File: src/rtl/smg_decode_capture.sv
// rtl/smg_decode_capture.sv - seven-segment digit capture/decode with valid/ready output
// Optional decimal-point decode: define SMG_DP_DECODE_EN.
module smg_decode_capture #(
    parameter int STABLE_CYCLES = 1000
) (
    input  logic       clk_50M,
    input  logic       rst_n,
    input  logic [7:0] seg_in,
    input  logic       led_bit_in,
    input  logic       ready,
    output logic       valid,
    output logic [3:0] hex_out,
    output logic       dp_out,
    output logic       pat_err,
    output logic       overrun,
    output logic [7:0] chg_count
);

`ifdef SMG_DP_DECODE_EN
    localparam logic [7:0] SEG_MASK = 8'hFF;
    localparam logic       DP_EN    = 1'b1;
`else
    localparam logic [7:0] SEG_MASK = 8'h7F;
    localparam logic       DP_EN    = 1'b0;
`endif
    localparam logic [15:0] CNT_MAX  = 16'(STABLE_CYCLES);
    localparam logic [15:0] CNT_LAST = 16'(STABLE_CYCLES - 1);

    typedef enum logic [1:0] {IDLE, TRACK, LOCKED} state_t;

    state_t      state;
    logic [7:0]  seg_s1, seg_s2, seg_prev, last_pat, seg_m;
    logic        led_s1, led_s2, last_ok;
    logic [15:0] cnt;
    logic        same, stable_evt, decode_evt, load;
    logic [4:0]  dec;

    // {pat_err, hex}; unmatched glyphs report hex 0
    function automatic logic [4:0] decode(input logic [6:0] s);
        logic [4:0] r;
        case (s)
            7'b1000000: r = 5'h00;
            7'b1111001: r = 5'h01;
            7'b0100100: r = 5'h02;
            7'b0110000: r = 5'h03;
            7'b0011001: r = 5'h04;
            7'b0010010: r = 5'h05;
            7'b0000010: r = 5'h06;
            7'b1111000: r = 5'h07;
            7'b0000000: r = 5'h08;
            7'b0010000: r = 5'h09;
            7'b0001000: r = 5'h0A;
            7'b0000011: r = 5'h0B;
            7'b1000110: r = 5'h0C;
            7'b0100001: r = 5'h0D;
            7'b0000110: r = 5'h0E;
            7'b0001110: r = 5'h0F;
            default:    r = 5'h10;
        endcase
        return r;
    endfunction

    always_ff @(posedge clk_50M or negedge rst_n) begin
        if (!rst_n) begin
            seg_s1 <= 8'hFF;
            seg_s2 <= 8'hFF;
            led_s1 <= 1'b1;
            led_s2 <= 1'b1;
        end else begin
            seg_s1 <= seg_in;
            seg_s2 <= seg_s1;
            led_s1 <= led_bit_in;
            led_s2 <= led_s1;
        end
    end

    always_comb begin
        seg_m      = seg_s2 & SEG_MASK;
        same       = (seg_m == seg_prev);
        stable_evt = (state == TRACK) && !led_s2 && same && (cnt == CNT_LAST);
        decode_evt = stable_evt && (!last_ok || (seg_m != last_pat));
        load       = decode_evt && (!valid || ready);
        dec        = decode(seg_m[6:0]);
    end

    always_ff @(posedge clk_50M or negedge rst_n) begin
        if (!rst_n) begin
            state     <= IDLE;
            cnt       <= '0;
            seg_prev  <= SEG_MASK;
            last_pat  <= '0;
            last_ok   <= 1'b0;
            valid     <= 1'b0;
            hex_out   <= '0;
            dp_out    <= 1'b0;
            pat_err   <= 1'b0;
            overrun   <= 1'b0;
            chg_count <= '0;
        end else begin
            seg_prev <= seg_m;
            if (led_s2) begin
                state <= IDLE;
                cnt   <= '0;
            end else begin
                case (state)
                    IDLE: begin
                        state <= TRACK;
                        cnt   <= '0;
                    end
                    TRACK, LOCKED: begin
                        if (!same)
                            cnt <= '0;
                        else if (cnt != CNT_MAX)
                            cnt <= cnt + 16'd1;
                        if (stable_evt)
                            state <= LOCKED;
                        else if ((state == LOCKED) && !same)
                            state <= TRACK;
                    end
                    default: state <= IDLE;
                endcase
            end

            // a pending unaccepted output is never overwritten; the newer event is lost
            if (load) begin
                valid     <= 1'b1;
                hex_out   <= dec[3:0];
                pat_err   <= dec[4];
                dp_out    <= DP_EN & ~seg_m[7];
                chg_count <= chg_count + 8'd1;
                last_pat  <= seg_m;
                last_ok   <= 1'b1;
            end else if (valid && ready) begin
                valid <= 1'b0;
            end
            if (decode_evt && !load)
                overrun <= 1'b1;
        end
    end

endmodule

File: config.mk
export PLATFORM = sky130hd
export DESIGN_NAME = smg_decode_capture
export DESIGN_NICKNAME = d
export VERILOG_FILES = /design/src/rtl/smg_decode_capture.sv
export SDC_FILE = /design/constraint.sdc
export NUM_CORES = 1
export LEC_CHECK = 0
export CORE_ASPECT_RATIO = 1.2
export CORE_UTILIZATION = 35
export DETAILED_ROUTE_END_ITERATION = 10
export GPL_ROUTABILITY_DRIVEN = 0
export PLACE_DENSITY = 0.65
export SYNTH_ARGS = -nofsm -noshare
export SYNTH_HDL_FRONTEND = slang
export SYNTH_SLANG_ARGS = --single-unit
File: constraint.sdc
create_clock -name clk_50M -period 2.2 [get_ports clk_50M]
set_clock_uncertainty 0.2 [all_clocks]
set_input_delay 0.44 -clock clk_50M [delete_from_list [all_inputs] [get_ports clk_50M]]
set_output_delay 0.44 -clock clk_50M [all_outputs]
set_load 0.05 [all_outputs]
# Yosys cells after proc, flatten, opt, wreduce, memory -nomap -nowiden
# Cells that the tools add are included.
# W data, S select, Z words.
# word_totals
in_bits	12
output_inout_bits	16
wordCells	71
regBits	64
# classes
n_reduce_logical	21
addsub	2
n_mux	11
eq_ne	23
# ops
cell	n
$pmux W5 S16	1
$mux W16	3
$pmux W16 S2	1
$eq A7 B7 Y1 const B	4
$eq A7 B5 Y1 const B	3
$eq A7 B6 Y1 const B	3
$add A16 B1 Y16 const B	1
$eq A16 B10 Y1 const B	1
$ne A16 B10 Y1 const B	1
$eq A7 B2 Y1 const B	2
$eq A7 B4 Y1 const B	2
$add A8 B1 Y8 const B	1
$logic_and A1 B1 Y1	8
$ne A4 B4 Y1 const B	2
$eq A7 B3 Y1 const B	1
$eq A7 B7 Y1	1
$logic_not A7 Y1	1
$ne A7 B7 Y1	1
$mux W2	3
$logic_not A1 Y1	5
$pmux W2 S2	1
$reduce_bool A3 Y1	1
$eq A2 B1 Y1 const B	1
$eq A2 B2 Y1 const B	1
6 further kinds	8

# Logic depth before layout (Yosys ltp)
# Gate-level depths: netlist (run 1).
# logic_depth
depth_word	8
mapped_depth	8

# Least setup slack after synthesis (run 1)
# No wires, ideal clock.
# synth_path
kind	reg-to-reg
startpoint	register seg_s2[3]
endpoint	register last_pat[5]
path_stages_with_launch	8
slack_ps	-181
required_ps	1872
period_less_slack_ps	2381
arrival_time_ps	2053
path_cell_list	dfstp_2 > clkbuf_1 > xor2_1 > nor4_2 > nand4_2 > nor3b_4 > buf_6 > mux2_1
# synth_between
elab_chain_cells	5
word_cells_on_any_way	7
# synth_lines
element	line	rtl
start, declared	32	logic [7:0] seg_s1, seg_s2, seg_prev, last_pat, seg_m;
start signal, assigned	71	seg_s2 <= seg_s1;
$eq A7 B7 Y1	79	same = (seg_m == seg_prev);
$logic_and A1 B1 Y1 (2 in a row)	80	stable_evt = (state == TRACK) && !led_s2 && same && (cnt == CNT_LAST);
$logic_and A1 B1 Y1 (*)	81	decode_evt = stable_evt && (!last_ok || (seg_m != last_pat));
$logic_and A1 B1 Y1 (*)	82	load = decode_evt && (!valid || ready);
end signal, assigned	131	last_pat <= seg_m;
end, declared	32	
# Every way passes the cells marked *; elsewhere a longest branch is shown, timed or not.
# A chain may end at the register's enable or synchronous reset.

# Worst setup path in the final report (run 1)
# layout_path
startpoint	register cnt[13]
endpoint	register chg_count[1]
# layout_between
elab_chain_cells	4
# layout_lines
element	line	rtl
start, declared	34	logic [15:0] cnt;
start signal, assigned	114	cnt <= cnt + 16'd1;
$eq A16 B10 Y1	80	
$logic_and A1 B1 Y1	80	
$logic_and A1 B1 Y1	81	
$logic_and A1 B1 Y1	82	
end signal, assigned	130	chg_count <= chg_count + 8'd1;
end, declared	16	output logic [7:0] chg_count
# No other way between the ends.

==> metrics.json, run 1 <==
{
  "result_of_the_run": {"value": "finished, violations left"},
  "violations": {"value": "negative setup slack"},
  "cts_tree": {"value": "built"},
  "synth-compound-area-share": {"value": 5.36, "unit": "%"},
  "place.detailed.hpwl": {"value": 3870, "unit": "um"},
  "cts.reportedPaths.clkPinSlew": {"value": 0.07, "unit": "ns"},
  "synth.yosys.warnings": {"value": 0},
  "cellInternalPower": {"value": 1.82, "unit": "mW"},
  "synthAdderAreaFrac": {"value": 2.82, "unit": "%"},
  "fin_nets": {"value": 356},
  "chipHeight": {"value": 105, "unit": "um"},
  "synth_top_family_by_area": {"value": "simple AND/OR/NAND/NOR gates"},
  "postLayoutSetupSlackWorst": {"value": -0.0329, "unit": "ns"},
  "placementRows": {"value": 37},
  "cts-htree-levels": {"value": 3},
  "cts_made_buffers": {"value": 9},
  "finalSetupViolCount": {"value": 12},
  "io_buffer_count": {"value": 25},
  "endpoint": {"value": "chg_count[1]"},
  "cts_num_sinks": {"value": 64},
  "cts.root.buffer_cell": {"value": "sky130_fd_sc_hd__clkbuf_8"},
  "slew-limit-headroom": {"value": 66.4, "unit": "%"},
  "synth.distinct_cells": {"value": 55},
  "max_slew_violation_total_from_the_final_report": {"value": 0},
  "placeableCoreArea": {"value": 8610, "unit": "sq um"},
  "path_buf_inv": {"value": 1},
  "drc": {"value": 0},
  "cp_data_required_time": {"value": 2.22, "unit": "ns"},
  "reg2reg_slack": {"value": -0.03, "unit": "ns"},
  "power.density_cell_area": {"value": 606, "unit": "nW/um^2"},
  "synth.avg_cell_area": {"value": 11.1, "unit": "sq um"},
  "routed_wl": {"value": 5650, "unit": "um"},
  "initial_utilization": {"value": 36.1, "unit": "%"},
  "rr_startpoint": {"value": "cnt[13]"},
  "first_iter_violations": {"value": 81},
  "design.die.area": {"value": 9260, "unit": "sq um"},
  "timing.hold.ws": {"value": 0.150, "unit": "ns"},
  "synth_xor_area_share": {"value": 9.59, "unit": "%"},
  "firstDrtPassIters": {"value": 6},
  "timing_worst_setup_path_type": {"value": "reg -> reg"},
  "post_synth_and_or_nand_nor_area_fraction": {"value": 20.5, "unit": "%"},
  "yosysTopAreaCellShare": {"value": 33.0, "unit": "%"},
  "worstSetupEndpointType": {"value": "flip-flop"},
  "power_consumption": {"value": 2.42, "unit": "mW"},
  "netlist_area": {"value": 3110, "unit": "sq um"},
  "yosys-mux-area-fraction": {"value": 6.00, "unit": "%"},
  "max_freq": {"value": 448, "unit": "MHz"},
  "clk-insertion-delay-late": {"value": 0.34, "unit": "ns"},
  "hold_violations": {"value": 0},
  "setup_repair_after_global_routing_missed_its_margin": {"value": "true"},
  "grt_start_max_net_pins": {"value": 65},
  "timing.critical_path.slowest_stage_cell": {"value": "sky130_fd_sc_hd__dfrtp_1"},
  "placed_cells_incl_taps": {"value": 441},
  "clock_power_share": {"value": 37.7, "unit": "%"},
  "grt_pass1_vias": {"value": 2193},
  "grt_remaining_overflow": {"value": 0},
  "worst_vdd_ir": {"value": 0.413, "unit": "mV"},
  "net_count_after_synthesis": {"value": 298},
  "sw_frac_of_total": {"value": 24.9, "unit": "%"},
  "worstSetupPathDepth": {"value": 6},
  "nature_of_the_critical_path_startpoint": {"value": "flip-flop"},
  "synth-seq-cells": {"value": 64},
  "synthArstFlopShare": {"value": 100, "unit": "%"},
  "critical_path.reg2reg.endpoint": {"value": "chg_count[1]"},
  "crit_path_leading_delay_family": {"value": "simple AND/OR/NAND/NOR gates"},
  "timing.final.crit_period": {"value": 2.23, "unit": "ns"},
  "vias_per_instance": {"value": 4.78},
  "diodes": {"value": 0},
  "worstPathArrival": {"value": 2.25, "unit": "ns"},
  "crit_path_max_incr_delay": {"value": 0.39, "unit": "ns"},
  "routed_wire_length_per_instance": {"value": 12.3, "unit": "um"},
  "seq_power_share": {"value": 51.0, "unit": "%"},
  "ys_top_cells_by_area": {"value": "sky130_fd_sc_hd__dfrtp_1 (33%), sky130_fd_sc_hd__dfstp_2 (19%), sky130_fd_sc_hd__xor2_1 (6.2%)"},
  "worst_pin_slew": {"value": 0.504, "unit": "ns"},
  "grt_pass1_wl": {"value": 9880, "unit": "um"},
  "final.period_utilization": {"value": 101, "unit": "%"},
  "antenna_violations_before_repair": {"value": 0},
  "layout.cells.non_filler": {"value": 459},
  "reg2reg_depth": {"value": 6},
  "worst_hold_path_type": {"value": "reg -> reg"},
  "synth-edff-count": {"value": 0},
  "pin_count": {"value": 28},
  "groute.usage.overall": {"value": 13.9, "unit": "%"},
  "worstPathMaxFanout": {"value": 15},
  "total_number_of_vias": {"value": 2196},
  "post_placement_setup_slack": {"value": -0.241, "unit": "ns"},
  "ys_dominant_reg_cell": {"value": "sky130_fd_sc_hd__dfrtp_1"},
  "leakagePower": {"value": 1.79, "unit": "nW"},
  "synth_largest_area_cell": {"value": "sky130_fd_sc_hd__dfrtp_1"},
  "netlist_instances": {"value": 279},
  "antenna_left": {"value": 0},
  "power.net_switching": {"value": 0.605, "unit": "mW"},
  "die_width": {"value": 88.0, "unit": "um"},
  "worstSetupStartpoint": {"value": "cnt[13]"},
  "power.share.combinational": {"value": 11.4, "unit": "%"},
  "path_cells": {"value": "nor4_2 > and4_4 > nand4_2 > nor3b_4 > buf_12 > mux2_2"},
  "cts_max_path_buffers": {"value": 2},
  "layout-drive-gt1-share": {"value": 29.8, "unit": "%"},
  "drv.max_cap_violation_count": {"value": 0},
  "area.growth.synth_to_final": {"value": 28.8, "unit": "%"},
  "synth-seq-area-share": {"value": 52.5, "unit": "%"}
}
[worst min-delay path by stage]
stage,cells after the start,slack (ns),startpoint,to
floorplan,0,-0.06,rst_n,chg_count[0]
global placement,0,0.15,seg_s1[5],seg_s2[5]
detailed placement,0,0.15,seg_s1[1],seg_s2[1]
CTS,0,0.15,seg_s1[4],seg_s2[4]
global route,0,0.16,seg_s1[5],seg_s2[5]
finish,0,0.15,seg_s1[4],seg_s2[4]
[through the flow]
stage               TNS, ns  util (%)  cell area [sq um]
global route          -1.91      46.5               4000
CTS                  -0.541      45.7               3940
floorplan            -0.717         -               3120
detailed placement    -2.84      43.1               3710
global placement      -2.02      43.1               3710
finish               -0.246      46.5               4000
[layout by cell type (no fill, tap or decap), drive strengths merged, types with 2 or more instances in the layout]
master / count
inv: 10
o21ai: 5
and4b: 2
xnor2: 12
clkinv: 4
and2: 2
nand2b: 4
a32oi: 2
nand2: 17
clkdlybuf4s50: 17
nor4: 7
or3: 3
o22ai: 2
buf: 37
dfrtp: 41
ha: 7
nor2: 25
mux2: 13
nor4b: 3
clkbuf: 11
nand3: 12
nor3b: 2
a22o: 2
dfstp: 23
nor3: 7
dlygate4sd2: 3
nand4: 9
dlymetal6s2s: 2
nor2b: 3
xor2: 22
mux2i: 4
a31oi: 2
a21oi: 5
and3: 6
[state kept, by name, summed over array words and instances (netlist names)]
name,count
chg_count,8
cnt,16
hex_out,4
last_ok,1
last_pat,7
led_s1,1
led_s2,1
overrun,1
pat_err,1
seg_prev,7
seg_s1,7
seg_s2,7
state,2
valid,1
[layer usage]
metal / track usage [%] / part of all wire, % / vias to the layer above
li1: - / - / 1089
met1: 17.9 / 47 / 1068
met2: 21.5 / 48 / 30
met3: 3.24 / 2.4 / 9
met4: 7.03 / 1.9 / 0
met5: 0 / 0 / -
[area by class of cell]
class                           instances  area [sq um]
Fill cell                             822          4610
Sequential cell                        64          1630
Multi-Input combinational cell        193          1460
Timing Repair Buffer                   60           544
Clock buffer                           11           153
Tap cell                              117           146
Inverter                                9          33.8
Clock inverter                          5          30.0
[kinds of logic (layout without fill, tap and decap cells)]
group / count (synthesis) / in the layout
adders and majority gates: 7 / 7
buffers and inverters: 22 / 85
AOI/OAI and AO/OA: 25 / 25
muxes: 17 / 17
DFF: 64 / 64
xor gates and xnor gates: 34 / 34
other: 1 / 1
and+or+nand+nor: 109 / 109
[synth_stat cells (all sizes together), types with 2 or more instances]
cell type / n
dfrtp: 41
nor2: 25
dfstp: 23
xor2: 22
nand2: 17
mux2: 13
nand3: 12
xnor2: 12
inv: 9
nand4: 9
clkbuf: 7
ha: 7
nor3: 7
nor4: 7
and3: 6
buf: 6
a21oi: 5
o21ai: 5
mux2i: 4
nand2b: 4
nor2b: 3
nor4b: 3
or3: 3
a22o: 2
a31oi: 2
a32oi: 2
and2: 2
and4b: 2
nor3b: 2
o22ai: 2
[what timing repair did]
action                                  CTS  global route
buffers inserted                          1             0
endpoints found under the hold margin    41             0
endpoints found under the setup margin   28            34
hold buffers                              1             0
resized for setup                         9            13
gates cloned                              0             0
pin swaps                                 1             0
[power by group through the flow]
stage | Sequential (mW) | Clock, mW | Combinational, mW
2_1_floorplan | 1.26 | 0 | 0.143
3_3_place_gp | 1.26 | 0 | 0.262
3_5_place_dp | 1.26 | 0 | 0.269
4_1_cts | 1.24 | 0.955 | 0.273
5_1_grt | 1.24 | 1.00 | 0.309
6_report | 1.24 | 0.913 | 0.276
No activity file was read; power rests on OpenSTA's default activity.
==> run 2, diff against run 1 <==
--- a/config.mk
+++ b/config.mk
@@ -5,7 +5,6 @@
 export SDC_FILE = /design/constraint.sdc
 export NUM_CORES = 1
 export LEC_CHECK = 0
-export CORE_ASPECT_RATIO = 1.2
 export CORE_UTILIZATION = 35
 export DETAILED_ROUTE_END_ITERATION = 10
 export GPL_ROUTABILITY_DRIVEN = 0
==> constraint.sdc (replaced) <==
create_clock -name clk_50M -period 2 [get_ports clk_50M]
set_clock_uncertainty 0.2 [all_clocks]
set_input_delay 0.4 -clock clk_50M [delete_from_list [all_inputs] [get_ports clk_50M]]
set_output_delay 0.4 -clock clk_50M [all_outputs]
set_load 0.05 [all_outputs]
==> metrics.json, run 2 (synthesis gave the netlist of run 1 again) <==
{
  "layout.cells.most_common_list": {"value": "sky130_fd_sc_hd__buf_4 (67), sky130_fd_sc_hd__dfrtp_1 (41), sky130_fd_sc_hd__nor2_1 (23), sky130_fd_sc_hd__dfstp_2 (23)"},
  "chipHeight": {"value": 96.2, "unit": "um"},
  "timing.final.crit_period": {"value": 2.26, "unit": "ns"},
  "critical_path.reg2reg.endpoint": {"value": "hex_out[1]"},
  "violations": {"value": "negative setup slack"},
  "area.growth.synth_to_final": {"value": 40.2, "unit": "%"},
  "power.density_cell_area": {"value": 691, "unit": "nW/um^2"},
  "grt_pass1_vias": {"value": 2259},
  "worst_vdd_ir": {"value": 0.433, "unit": "mV"},
  "seq_power_share": {"value": 45.4, "unit": "%"},
  "grt_start_max_net_pins": {"value": 28},
  "timing.critical_path.slowest_stage_cell": {"value": "sky130_fd_sc_hd__dfstp_2"},
  "fin_nets": {"value": 385},
  "cts-htree-levels": {"value": 3},
  "layout.cells.most_common": {"value": "sky130_fd_sc_hd__buf_4"},
  "hold_violations": {"value": 0},
  "antenna_violations_before_repair": {"value": 0},
  "max_reg_flops": {"value": 16},
  "place.detailed.hpwl": {"value": 4160, "unit": "um"},
  "max_flop_register": {"value": "cnt"},
  "total_number_of_vias": {"value": 2347},
  "layout.cells.non_filler": {"value": 479},
  "worstSetupStartpoint": {"value": "seg_s2[6]"},
  "design.die.area": {"value": 9260, "unit": "sq um"},
  "cts_tree": {"value": "built"},
  "max_slew_violation_total_from_the_final_report": {"value": 0},
  "drv.max_cap_violation_count": {"value": 0},
  "cts.root.buffer_cell": {"value": "sky130_fd_sc_hd__clkbuf_8"},
  "worstPathMaxFanout": {"value": 14},
  "worstPathArrival": {"value": 2.29, "unit": "ns"},
  "rr_startpoint": {"value": "seg_s2[6]"},
  "placementRows": {"value": 34},
  "power.net_switching": {"value": 0.769, "unit": "mW"},
  "die_width": {"value": 96.2, "unit": "um"},
  "leakagePower": {"value": 1.94, "unit": "nW"},
  "final.period_utilization": {"value": 113, "unit": "%"},
  "cts_max_path_buffers": {"value": 2},
  "clk-insertion-delay-late": {"value": 0.34, "unit": "ns"},
  "cp_data_required_time": {"value": 2.03, "unit": "ns"},
  "crit_path_max_incr_delay": {"value": 0.56, "unit": "ns"},
  "io_buffer_count": {"value": 25},
  "cts_made_buffers": {"value": 9},
  "routed_wire_length_per_instance": {"value": 13.0, "unit": "um"},
  "nature_of_the_critical_path_startpoint": {"value": "flip-flop"},
  "worst_hold_path_type": {"value": "reg -> reg"},
  "worstSetupPathDepth": {"value": 6},
  "reg2reg_depth": {"value": 6},
  "diodes": {"value": 0},
  "setup_repair_after_global_routing_missed_its_margin": {"value": "true"},
  "result_of_the_run": {"value": "finished, violations left"},
  "cts.reportedPaths.clkPinSlew": {"value": 0.07, "unit": "ns"},
  "placed_cells_incl_taps": {"value": 451},
  "max_freq": {"value": 443, "unit": "MHz"},
  "fillers": {"value": 743},
  "drc": {"value": 0},
  "path_cells": {"value": "xor2_2 > nor4_2 > nand4_2 > nor3b_4 > buf_12 > mux2_2"},
  "post_placement_setup_slack": {"value": -0.282, "unit": "ns"},
  "layout_top_registers": {"value": "cnt (16), chg_count (8)"},
  "vias_per_instance": {"value": 4.90},
  "firstDrtPassIters": {"value": 4},
  "sw_frac_of_total": {"value": 25.6, "unit": "%"},
  "multi_input_area": {"value": 1570, "unit": "sq um"},
  "timing.hold.worst.start": {"value": "seg_s1[5]"},
  "seq_area": {"value": 1630, "unit": "sq um"},
  "grt_remaining_overflow": {"value": 0},
  "finalSetupViolCount": {"value": 27},
  "antenna_left": {"value": 0},
  "groute.usage.overall": {"value": 14.7, "unit": "%"},
  "cellInternalPower": {"value": 2.24, "unit": "mW"},
  "end_of_the_worst_hold_path": {"value": "seg_s2[5]"},
  "grt_pass1_wl": {"value": 10300, "unit": "um"},
  "postLayoutSetupSlackWorst": {"value": -0.258, "unit": "ns"},
  "power.share.combinational": {"value": 13.3, "unit": "%"},
  "initial_utilization": {"value": 36.0, "unit": "%"},
  "layout-drive-gt1-share": {"value": 43.1, "unit": "%"},
  "path_buf_inv": {"value": 1},
  "crit_path_leading_delay_family": {"value": "simple AND/OR/NAND/NOR gates"},
  "clock_power_share": {"value": 41.2, "unit": "%"},
  "cts_num_sinks": {"value": 64},
  "power_consumption": {"value": 3.01, "unit": "mW"},
  "timing_worst_setup_path_type": {"value": "reg -> reg"},
  "worstSetupEndpointType": {"value": "flip-flop"},
  "min_path_cells": {"value": 0},
  "reg2reg_slack": {"value": -0.26, "unit": "ns"},
  "first_iter_violations": {"value": 55},
  "pin_count": {"value": 28},
  "routed_wl": {"value": 6240, "unit": "um"},
  "placeableCoreArea": {"value": 8640, "unit": "sq um"}
}
## run 2: changes by cell type in the layout (fill, tap and decap cells not counted), moves of 3 or more
cell                              previous run  this run
sky130_fd_sc_hd__clkdlybuf4s50_1            17         9
sky130_fd_sc_hd__xor2_1                     22        15
sky130_fd_sc_hd__clkinv_2                    3         0
sky130_fd_sc_hd__buf_4                      33        67
sky130_fd_sc_hd__dlygate4sd2_1               3         0
sky130_fd_sc_hd__buf_6                       0         8
sky130_fd_sc_hd__xor2_2                      0         7
## run 2: final cells by class
| type | instances | area share [%] |
|---|---|---|
| Clock buffer | 11 | 3.73 |
| Clock inverter | 5 | 1.38 |
| Inverter | 9 | 0.833 |
| Multi-Input combinational cell | 193 | 36.1 |
| Sequential cell | 64 | 37.4 |
| Tap cell | 108 | 3.10 |
| Timing Repair Buffer | 89 | 17.4 |
## run 2: worst max path at each step
stage | endpoint | slack [ns]
after floorplan | last_pat[3] | -0.30
after global placement | cnt[8] | -0.24
after detailed placement | cnt[14] | -0.28
after CTS | hex_out[1] | -0.24
after global routing | hex_out[1] | -0.36
final | hex_out[1] | -0.26
## run 2: timing repair
action / in CTS / in global routing
pin swaps: 4 / 13
hold buffers: 1 / 0
gates resized for setup: 20 / 19
hold endpoints to repair: 17 / 0
setup endpoints to repair: 37 / 39
buffers inserted: 10 / 5
## run 2: routing by layer
| metal | GRT usage (%) | wire [um] | vias to the layer above |
|---|---|---|---|
| li1 | - | - | 1141 |
| met1 | 19.5 | 2960 | 1163 |
| met2 | 23.0 | 3030 | 37 |
| met3 | 3.16 | 192 | 6 |
| met4 | 6.34 | 55 | 0 |
| met5 | 0 | 0 | - |
## run 2: through the flow
stage                     setup TNS, ns  hold slack [ns]  instance area [sq um]  util [%]
after global placement            -5.58            0.146                   3830      44.4
after floorplan                   -3.47          -0.0956                   3140         -
after CTS                         -3.44            0.158                   4240      49.1
after detailed placement          -6.31            0.147                   3830      44.4
final                             -3.87            0.157                   4360      50.4
after global routing              -7.22            0.161                   4360      50.4
## run 2: power groups by stage
stage                     Combinational [mW]  Clock, mW  Sequential, mW
after CTS                              0.359       1.27            1.37
after global routing                   0.442       1.33            1.37
final                                  0.402       1.24            1.37
after global placement                 0.304          0            1.38
after floorplan                        0.159          0            1.38
after detailed placement               0.312          0            1.38
==> run 3, diff against run 2 <==
--- a/config.mk
+++ b/config.mk
@@ -7,8 +7,9 @@
 export LEC_CHECK = 0
 export CORE_UTILIZATION = 35
 export DETAILED_ROUTE_END_ITERATION = 10
+export DONT_BUFFER_PORTS = 1
 export GPL_ROUTABILITY_DRIVEN = 0
-export PLACE_DENSITY = 0.65
+export PLACE_DENSITY = 0.61
 export SYNTH_ARGS = -nofsm -noshare
 export SYNTH_HDL_FRONTEND = slang
 export SYNTH_SLANG_ARGS = --single-unit
==> constraint.sdc (replaced) <==
create_clock -name clk_50M -period 2 [get_ports clk_50M]
set_clock_uncertainty 0.2 [all_clocks]
set_input_delay 0.6 -clock clk_50M [delete_from_list [all_inputs] [get_ports clk_50M]]
set_output_delay 0.6 -clock clk_50M [all_outputs]
set_load 0.05 [all_outputs]
==> metrics.json, run 3 (synthesis gave the netlist of run 1 again) <==
{
  "first_iter_violations": {"value": 103},
  "leakagePower": {"value": 1.85, "unit": "nW"},
  "grt_start_max_net_pins": {"value": 65},
  "cts_num_sinks": {"value": 64},
  "grt.met3_usage": {"value": 4.19, "unit": "%"},
  "fin_nets": {"value": 364},
  "cellInternalPower": {"value": 2.16, "unit": "mW"},
  "chipHeight": {"value": 96.2, "unit": "um"},
  "initial_utilization": {"value": 36.0, "unit": "%"},
  "layout.cells.most_common": {"value": "sky130_fd_sc_hd__buf_4"},
  "grt_use_met2": {"value": 21.6, "unit": "%"},
  "setup_repair_after_global_routing_missed_its_margin": {"value": "true"},
  "die_width": {"value": 96.2, "unit": "um"},
  "worst_vdd_ir": {"value": 0.461, "unit": "mV"},
  "seq_power_share": {"value": 47.3, "unit": "%"},
  "max_reg_flops": {"value": 16},
  "vias_per_instance": {"value": 4.87},
  "clk-insertion-delay-late": {"value": 0.34, "unit": "ns"},
  "drc": {"value": 0},
  "layout.cells.non_filler": {"value": 458},
  "timing.critical_path.slowest_stage_cell": {"value": "sky130_fd_sc_hd__dfstp_2"},
  "placeableCoreArea": {"value": 8640, "unit": "sq um"},
  "timing_worst_setup_path_type": {"value": "reg -> reg"},
  "antenna_violations_before_repair": {"value": 0},
  "clock_power_share": {"value": 41.0, "unit": "%"},
  "layout-drive-gt1-share": {"value": 42.3, "unit": "%"},
  "grt_remaining_overflow": {"value": 0},
  "grt_pass1_vias": {"value": 2192},
  "postLayoutSetupSlackWorst": {"value": -0.217, "unit": "ns"},
  "cts.reportedPaths.clkPinSlew": {"value": 0.08, "unit": "ns"},
  "antenna_left": {"value": 0},
  "power.density_cell_area": {"value": 697, "unit": "nW/um^2"},
  "total_number_of_vias": {"value": 2229},
  "violations": {"value": "negative hold slack, negative setup slack"},
  "cts_made_buffers": {"value": 9},
  "final.period_utilization": {"value": 111, "unit": "%"},
  "layout_top_registers": {"value": "cnt (16), chg_count (8)"},
  "power_consumption": {"value": 2.90, "unit": "mW"},
  "placed_cells_incl_taps": {"value": 432},
  "worst_hold_path_type": {"value": "in -> async"},
  "gr-usage-met1": {"value": 19.7, "unit": "%"},
  "fillers": {"value": 767},
  "power.net_switching": {"value": 0.738, "unit": "mW"},
  "grt_pass1_wl": {"value": 10200, "unit": "um"},
  "layout.cells.most_common_list": {"value": "sky130_fd_sc_hd__buf_4 (58), sky130_fd_sc_hd__dfrtp_1 (41), sky130_fd_sc_hd__nor2_1 (23), sky130_fd_sc_hd__dfstp_2 (23)"},
  "power.share.combinational": {"value": 11.8, "unit": "%"},
  "timing.final.crit_period": {"value": 2.22, "unit": "ns"},
  "nature_of_the_critical_path_startpoint": {"value": "flip-flop"},
  "slew-limit-headroom": {"value": 66.1, "unit": "%"},
  "cts-htree-levels": {"value": 3},
  "max_slew_violation_total_from_the_final_report": {"value": 0},
  "worst_pin_slew": {"value": 0.509, "unit": "ns"},
  "sw_frac_of_total": {"value": 25.4, "unit": "%"},
  "max_flop_register": {"value": "cnt"},
  "area.growth.synth_to_final": {"value": 34.0, "unit": "%"},
  "firstDrtPassIters": {"value": 4},
  "cp_data_required_time": {"value": 2.03, "unit": "ns"},
  "finalSetupViolCount": {"value": 22},
  "timing.hold.ws": {"value": -0.257, "unit": "ns"},
  "groute.usage.overall": {"value": 14.6, "unit": "%"},
  "cts.root.buffer_cell": {"value": "sky130_fd_sc_hd__clkbuf_8"},
  "diodes": {"value": 0},
  "pin_count": {"value": 28},
  "io_buffer_count": {"value": 0},
  "place.detailed.hpwl": {"value": 3920, "unit": "um"},
  "placementRows": {"value": 34},
  "cts_tree": {"value": "built"},
  "max_freq": {"value": 451, "unit": "MHz"},
  "worstSetupEndpointType": {"value": "flip-flop"},
  "result_of_the_run": {"value": "finished, violations left"},
  "routed_wl": {"value": 6120, "unit": "um"},
  "grt-busiest-layer": {"value": "met2"},
  "worstPathArrival": {"value": 2.24, "unit": "ns"},
  "path_cells": {"value": "xor2_2 > nor4_4 > nand4_2 > nor3b_4 > buf_12 > mux2_2"},
  "cts_max_path_buffers": {"value": 2},
  "hold_violations": {"value": 64},
  "routed_wire_length_per_instance": {"value": 13.4, "unit": "um"},
  "crit_path_max_incr_delay": {"value": 0.56, "unit": "ns"},
  "drv.max_cap_violation_count": {"value": 0},
  "design.die.area": {"value": 9260, "unit": "sq um"},
  "worstPathMaxFanout": {"value": 14}
}
run 3: through the flow:
stage | hold slack (ns) | utilization, % | worst slack, ns | area [sq um] | setup TNS (ns)
after floorplan | 0.104 | - | -0.303 | 3140 | -3.47
after global placement | 0.106 | 42.2 | -0.273 | 3640 | -6.58
after detailed placement | 0.106 | 42.2 | -0.292 | 3640 | -7.14
after CTS | -0.277 | 46.2 | -0.230 | 3990 | -3.71
after global routing | -0.286 | 48.2 | -0.329 | 4160 | -6.43
final | -0.257 | 48.2 | -0.217 | 4160 | -3.18
run 3: final timing paths:
| kind | from | end | slack [ns] | cells after the start |
|---|---|---|---|---|
| min | rst_n | cnt[4] | -0.26 | 0 |
| max | seg_s2[0] | hex_out[0] | -0.22 | 6 |
| max in group asynchronous | rst_n | seg_prev[1] | 1.67 | 0 |
| min reg2reg | seg_s1[6] | seg_s2[6] | 0.16 | 0 |
| max reg2reg | seg_s2[0] | hex_out[0] | -0.22 | 6 |
| min in group clk_50M | led_bit_in | led_s1 | 0.05 | 0 |
run 3: repair_timing:
| action | CTS | global route |
|---|---|---|
| resized for setup | 14 | 28 |
| setup endpoints to repair | 38 | 38 |
| setup buffers | 7 | 4 |
| pin swaps | 9 | 14 |
| hold endpoints to repair | 64 | 64 |
run 3: cell type report:
| class | instances | area, sq um | area share [%] |
|---|---|---|---|
| well taps | 108 | 135 | 3.25 |
| inverters | 9 | 33.8 | 0.811 |
| repair buffers | 68 | 569 | 13.7 |
| clock inverters | 4 | 28.8 | 0.691 |
| multi-input cells | 193 | 1580 | 37.9 |
| flip-flops and latches | 64 | 1630 | 39.2 |
| clock buffers | 12 | 188 | 4.51 |
run 3: metal layers:
layer | wire (um) | share of wire, %
met5 | 0 | 0
met4 | 112 | 1.8
met3 | 190 | 3.1
met2 | 2900 | 47
met1 | 2910 | 48
run 3: worst max-delay path, delay by kind of cell (launching register included):
| family | cells | cell delay, ns |
|---|---|---|
| muxes | 1 | 0.33 |
| xor gates and xnor gates | 1 | 0.09 |
| DFF | 1 | 0.56 |
| and+or+nand+nor | 3 | 0.74 |
| buffers and inverters | 1 | 0.17 |
run 3: power groups by stage:
| stage | Combinational [mW] | Sequential [mW] | Clock [mW] |
|---|---|---|---|
| floorplan | 0.159 | 1.38 | 0 |
| global placement | 0.257 | 1.38 | 0 |
| detailed placement | 0.262 | 1.38 | 0 |
| CTS | 0.295 | 1.36 | 1.23 |
| global route | 0.374 | 1.38 | 1.29 |
| finish | 0.341 | 1.37 | 1.19 |
